File: src/rtl/scroll_disp_pkg.sv
// scroll_disp_pkg: character codes, segment type and reset message shared by
// the scrolling message display and its per-digit decoder.
package scroll_disp_pkg;

    typedef logic [2:0] char_t;
    typedef logic [0:6] seg_t;

    localparam char_t CH_D     = 3'd0;
    localparam char_t CH_E     = 3'd1;
    localparam char_t CH_ONE   = 3'd2;
    localparam char_t CH_ZERO  = 3'd3;
    localparam char_t CH_BLANK = 3'd4;

    localparam seg_t SEG_BLANK = 7'b1111111;

    // Message loaded into buffer[0..3] on reset; all later entries are blank.
    localparam int    RST_MSG_LEN = 32'sd4;
    localparam char_t RST_MSG [RST_MSG_LEN] = '{CH_D, CH_E, CH_ONE, CH_ZERO};

    // Reset content of buffer entry idx.
    function automatic char_t rst_char(input int idx);
        char_t c;
        case (idx)
            32'sd0:  c = RST_MSG[0];
            32'sd1:  c = RST_MSG[1];
            32'sd2:  c = RST_MSG[2];
            32'sd3:  c = RST_MSG[3];
            default: c = CH_BLANK;
        endcase
        return c;
    endfunction

endpackage

File: src/rtl/char_7seg_decoder.sv
// char_7seg_decoder: maps a 3-bit character code to active-low segments a..g,
// index 0 of the output being segment a.
module char_7seg_decoder
    import scroll_disp_pkg::*;
(
    input  char_t ch,
    output seg_t  seg
);

    // Patterns are written g..a, so bit 0 of pat_s is segment a.
    logic [6:0] pat_s;

    // Character code to segment pattern lookup.
    always_comb begin
        case (ch)
            CH_D:    pat_s = 7'b0100001;
            CH_E:    pat_s = 7'b0000110;
            CH_ONE:  pat_s = 7'b1111001;
            CH_ZERO: pat_s = 7'b1000000;
            default: pat_s = 7'b1111111;
        endcase
    end

    // Copy bit-for-bit so that seg[0] (segment a) equals pat_s[0].
    always_comb begin
        seg = SEG_BLANK;
        for (int i = 0; i < 7; i++) begin
            seg[i] = pat_s[i];
        end
    end

endmodule

File: src/rtl/scrolling_message_display.sv
// scrolling_message_display: scrolls a writable MSG_LEN-entry character buffer
// circularly across NUM_DIGITS active-low 7-segment displays, one step per
// TICK_DIV clock cycles. Optional macro SCROLL_BLINK_EN adds a blink phase
// that blanks all digits on alternate scroll steps while blink is high.
module scrolling_message_display
    import scroll_disp_pkg::*;
#(
    parameter int NUM_DIGITS = 6,
    parameter int MSG_LEN    = 8,
    parameter int TICK_DIV   = 50000000
) (
    input  logic                        clk,
    input  logic                        rst,
    input  logic                        scroll_en,
    input  logic                        dir,
    input  logic                        wr_en,
    input  logic [$clog2(MSG_LEN)-1:0]  wr_addr,
    input  char_t                       wr_data,
    input  logic                        blink,
    output seg_t [NUM_DIGITS-1:0]       hex_n,
    output logic [$clog2(MSG_LEN)-1:0]  pos,
    output logic                        tick
);

    localparam int AW = $clog2(MSG_LEN);
    localparam int CW = $clog2(TICK_DIV);

    logic [CW-1:0] cnt_r;
    logic          cnt_last_s;
    logic          step_s;
    logic [AW-1:0] pos_next_s;
    logic          wr_ok_s;
    char_t         buf_r [MSG_LEN];
    seg_t          seg_s [NUM_DIGITS];

    assign cnt_last_s = (cnt_r == CW'(TICK_DIV - 1));
    assign step_s     = scroll_en & cnt_last_s;
    // Widen by one bit so the range test also works when MSG_LEN is a power of two.
    assign wr_ok_s    = wr_en & ({1'b0, wr_addr} < (AW + 1)'(MSG_LEN));

    // Prescaler counts 0..TICK_DIV-1 while enabled; tick marks each scroll step.
    always_ff @(posedge clk or posedge rst) begin
        if (rst) begin
            cnt_r <= {CW{1'b0}};
            tick  <= 1'b0;
        end else if (scroll_en) begin
            if (cnt_last_s) begin
                cnt_r <= {CW{1'b0}};
            end else begin
                cnt_r <= cnt_r + CW'(1);
            end
            tick <= cnt_last_s;
        end else begin
            tick <= 1'b0;
        end
    end

    // Next position with explicit wrap, since MSG_LEN need not be a power of two.
    always_comb begin
        pos_next_s = pos;
        if (dir == 1'b0) begin
            if (pos == AW'(MSG_LEN - 1)) begin
                pos_next_s = {AW{1'b0}};
            end else begin
                pos_next_s = pos + AW'(1);
            end
        end else begin
            if (pos == {AW{1'b0}}) begin
                pos_next_s = AW'(MSG_LEN - 1);
            end else begin
                pos_next_s = pos - AW'(1);
            end
        end
    end

    // Scroll position advances in the same cycle the tick pulse is raised.
    always_ff @(posedge clk or posedge rst) begin
        if (rst) begin
            pos <= {AW{1'b0}};
        end else if (step_s) begin
            pos <= pos_next_s;
        end
    end

    // Message buffer: reset message, then one write per cycle to in-range entries.
    always_ff @(posedge clk or posedge rst) begin
        if (rst) begin
            for (int i = 0; i < MSG_LEN; i++) begin
                buf_r[i] <= rst_char(i);
            end
        end else if (wr_ok_s) begin
            buf_r[wr_addr] <= wr_data;
        end
    end

    // Digit k shows buffer[(pos + NUM_DIGITS-1-k) mod MSG_LEN]; the sum is
    // below 2*MSG_LEN so a single conditional subtract suffices.
    for (genvar k = 0; k < NUM_DIGITS; k++) begin : g_digit
        logic [AW:0]   sum_s;
        logic [AW-1:0] idx_s;

        // Wrapped buffer index for this digit.
        always_comb begin
            sum_s = {1'b0, pos} + (AW + 1)'(NUM_DIGITS - 1 - k);
            if (sum_s >= (AW + 1)'(MSG_LEN)) begin
                idx_s = AW'(sum_s - (AW + 1)'(MSG_LEN));
            end else begin
                idx_s = sum_s[AW-1:0];
            end
        end

        char_7seg_decoder u_dec (
            .ch  (buf_r[idx_s]),
            .seg (seg_s[k])
        );
    end

`ifdef SCROLL_BLINK_EN
    logic phase_r;

    // Blink phase flips on every scroll step.
    always_ff @(posedge clk or posedge rst) begin
        if (rst) begin
            phase_r <= 1'b0;
        end else if (step_s) begin
            phase_r <= ~phase_r;
        end
    end
`else
    logic unused_blink_s;
    assign unused_blink_s = blink;
`endif

    // Registered display: follows buffer/pos one cycle after any change.
    always_ff @(posedge clk or posedge rst) begin
        if (rst) begin
            hex_n <= {NUM_DIGITS{SEG_BLANK}};
`ifdef SCROLL_BLINK_EN
        end else if (blink && phase_r) begin
            hex_n <= {NUM_DIGITS{SEG_BLANK}};
`endif
        end else begin
            for (int k = 0; k < NUM_DIGITS; k++) begin
                hex_n[k] <= seg_s[k];
            end
        end
    end

endmodule

File: config.mk
export PLATFORM = sky130hd
export DESIGN_NAME = scrolling_message_display
export DESIGN_NICKNAME = d
export VERILOG_FILES = /design/src/rtl/scroll_disp_pkg.sv /design/src/rtl/char_7seg_decoder.sv /design/src/rtl/scrolling_message_display.sv
export SDC_FILE = /design/constraint.sdc
export NUM_CORES = 1
export LEC_CHECK = 0
export CAP_MARGIN = 20
export CORE_MARGIN = 2
export CORE_UTILIZATION = 50
export DETAILED_ROUTE_END_ITERATION = 10
export GPL_TIMING_DRIVEN = 0
export PLACE_DENSITY = 0.77
export SYNTH_ARGS = -nofsm -noshare
export SYNTH_HDL_FRONTEND = slang
export SYNTH_SLANG_ARGS = --single-unit
File: constraint.sdc
create_clock -name clk -period 3.2 [get_ports clk]
set_clock_uncertainty 0.05 [all_clocks]
set_input_delay 0.64 -clock clk [delete_from_list [all_inputs] [get_ports clk]]
set_output_delay 0.64 -clock clk [all_outputs]
set_load 0.05 [all_outputs]
==> results by group <==
Status
  • Outcome: finished, final reports clean

Floorplan
  • Die area: 9045 µm²
  • Core box area: 8134 µm²
  • Chip width: 95.11 µm
  • # rows: 33
  • IO Count: 58
  • Starting Density: 51.02%
  • Die H: 95.11 µm

STA
  • Final period util: 91.07%
  • Relative slew slack: 40.94%
  • Endpoints failing hold: 0
  • Worst Hold Slack: 0.4469 ns
  • Setup TNS: 0 ns
  • Final worst path period need: 2.914 ns
  • Setup-failing EPs final: 0
  • RSZ-0062 raised after global routing: false
  • F_max: 343.1 MHz
  • Measured slew at the worst slew-check pin: 0.8859 ns
  • Final Max Slew Viols: 0

Min path
  • Worst min path class: register to register

Clocking
  • H-tree lvl count: 3
  • Max Root-Sink Buffers: 2
  • Clock Tree Root: clkbuf_8
  • Sink Count: 78
  • Hold_buf cts: 0
  • Reg clk slew, reported paths: 0.08 ns
  • Post-CTS resize count: 2
  • Skew-Pair Late Insertion Delay: 0.36 ns
  • CTS tree: done
  • Cts bufs inserted: 9
  • Setup Buffers After CTS: 0

Yosys
  • Synth Warn #: 0
  • Synth async-reset ratio: 100.0%
  • Number of synthesized flops with an enable pin: 0
  • Primary FF master, synth: dfrtp_1
  • Register area share after synthesis: 48.00%
  • Synth cell types: 39
  • Mapped Cells: 335
  • Netlist area before placement: 4150 µm²
  • Syn Nets: 352
  • Post-synthesis register bit count: 78
  • Avg Cell Area, Syn: 12.39 µm²

Place
  • Placed cell count: 495
  • Post-DP HPWL: 6061 µm
  • Final RePlAce weighted congestion: 0.8297
  • Buffers on Ports: 55

Power and ir drop
  • Gate power share: 37.2%
  • Int Power: 2275 µW
  • Max VDD drop: 245.1 µV
  • Clock power share: 22.9%
  • PwrDens: 706.6 nW/µm²
  • Sw frac: 36.48%
  • P_sw: 1306 µW
  • Sequential share of power: 39.8%
  • P_leak: 0.002136 µW

Drt
  • Initial DRC count: 306
  • WL final: 8307 µm
  • Pre-antenna DRT Iters: 4
  • Via count: 2884
  • Vias per cell: 5.655
  • Residual DRC: 0
  • ANT nets after route: 0
  • Wirelength per Cell: 16.29 µm

Finish
  • Layout area overhead: 22.13%
  • Nets: 417
  • Commonest non-fill, non-tap cells in the layout: clkdlybuf4s50_1 (55), dfrtp_1 (46), nand2_1 (39)
  • Share of cells above drive strength 1: 32.59%
  • Post-Layout Cell Count: 510
  • # fillers: 639
  • Most common cell after layout, fill and taps aside: clkdlybuf4s50_1
  • Ant diodes: 0

Global routing
  • Total GRT Usage: 19.94%
  • Vias in the first global route: 2777
  • GR Overflow Total: 0
  • Largest net degree at the start of global routing: 79
  • First-pass GRT wire length: 13760 µm
  • Antenna violations before repair: 0

Setup path
  • CP Launch Type: register
  • Crit path max fanout: 10
  • Crit Path Class: register to register
  • WP data required: 3.43 ns
  • CP endpoint kind: register
  • CP Data Arrival Time: 3.14 ns

Job
  • Max_cap viols: 0
==> power by group through the flow <==
| stage | combinational [µW] | sequential [µW] | clock (µW) |
|---|---|---|---|
| 5_1_grt | 1410 | 1460 | 870 |
| 3_5_place_dp | 1340 | 1440 | 0 |
| 4_1_cts | 1340 | 1420 | 828 |
| 2_1_floorplan | 687 | 1680 | 0 |
| 6_report | 1330 | 1430 | 821 |
| 3_3_place_gp | 1310 | 1420 | 0 |
==> Yosys cell counts (4+ instances only) <==
library cell,count,share of area (%)
dfrtp_1,46,28
nand2_1,39,3.5
dfstp_2,32,20
mux2_2,30,8.1
mux4_2,24,13
buf_4,18,3.3
mux2i_1,16,3.9
nor2_1,15,1.4
nand4_1,12,1.8
o21ai_0,12,1.4
xor2_1,11,2.3
xnor2_1,9,1.9
nand3_1,8,0.96
and3_1,6,0.90
clkbuf_1,6,0.54
ha_1,5,1.5
inv_1,5,0.45
nor3_1,4,0.48
==> cell families (layout without fill, tap and decap cells) <==
| family | after synthesis | count (layout) | synth area share, % |
|---|---|---|---|
| compound gates | 21 | 21 | 2.954 |
| xor+xnor | 20 | 20 | 4.221 |
| fa+ha+maj | 5 | 5 | 1.507 |
| buf+inv | 34 | 104 | 4.914 |
| flops | 78 | 78 | 48.00 |
| mux | 70 | 70 | 25.02 |
| simple gates | 107 | 107 | 13.39 |
==> per-layer routing <==
layer  global-route usage, %  wire [µm]  share of wire (%)
met3                   3.874        511                6.2
met4                   7.488        115                1.4
met1                   27.31       3629                 44
met5                       0          0                  0
met2                   31.75       4050                 49
==> worst max-delay path, stage by stage (launching register included) <==
cell and delay (ns):
dfrtp_1 0.39, clkbuf_1 0.31, clkbuf_2 0.34, inv_1 0.12, ha_1 0.22, xor2_2 0.36, mux4_2 0.55, mux2_2 0.30
o21ai_0 0.18
==> flip-flops by register name (all words and copies together) (netlist names) <==
register,cells
hex_n,24
buf_r,24
pos,3
cnt_r,26
tick,1
==> path summary, 6_finish.rpt <==
kind / cells after the start / to / slack [ns] / startpoint
hold / removal: 1 / cnt_r[25] / 0.45 / cnt_r[25]
min in group asynchronous: 2 / cnt_r[22] / 0.78 / rst
setup reg to reg: 8 / hex_n[17] / 0.29 / pos[1]
max in group asynchronous: 2 / buf_r[19] / 1.75 / rst
setup / recovery: 8 / hex_n[17] / 0.29 / pos[1]
hold reg to reg: 1 / cnt_r[25] / 0.45 / cnt_r[25]
==> stage by stage <==
| step | setup WS [ns] | area, µm² | util [%] | power [µW] |
|---|---|---|---|---|
| after floorplan | 0.07295 | 4151 | - | 2368 |
| after global placement | -0.5118 | 4833 | 59.42 | 2729 |
| after detailed placement | -0.1291 | 4836 | 59.45 | 2777 |
| after CTS | 0.07487 | 5065 | 62.27 | 3593 |
| after global routing | 0.03858 | 5069 | 62.31 | 3737 |
| final | 0.2856 | 5069 | 62.31 | 3581 |
==> cell type report <==
| cell class | count | area [µm²] | area share (%) |
|---|---|---|---|
| Sequential cell | 78 | 1992 | 39.30 |
| Multi-Input combinational cell | 223 | 1964 | 38.76 |
| Timing Repair Buffer | 55 | 550.5 | 10.86 |
| Buffer | 28 | 185.2 | 3.653 |
| Clock buffer | 12 | 155.1 | 3.061 |
| Tap cell | 105 | 131.4 | 2.592 |
| Clock inverter | 4 | 68.82 | 1.358 |
| Inverter | 5 | 21.27 | 0.4196 |
No activity file was read; power rests on OpenSTA's default activity.
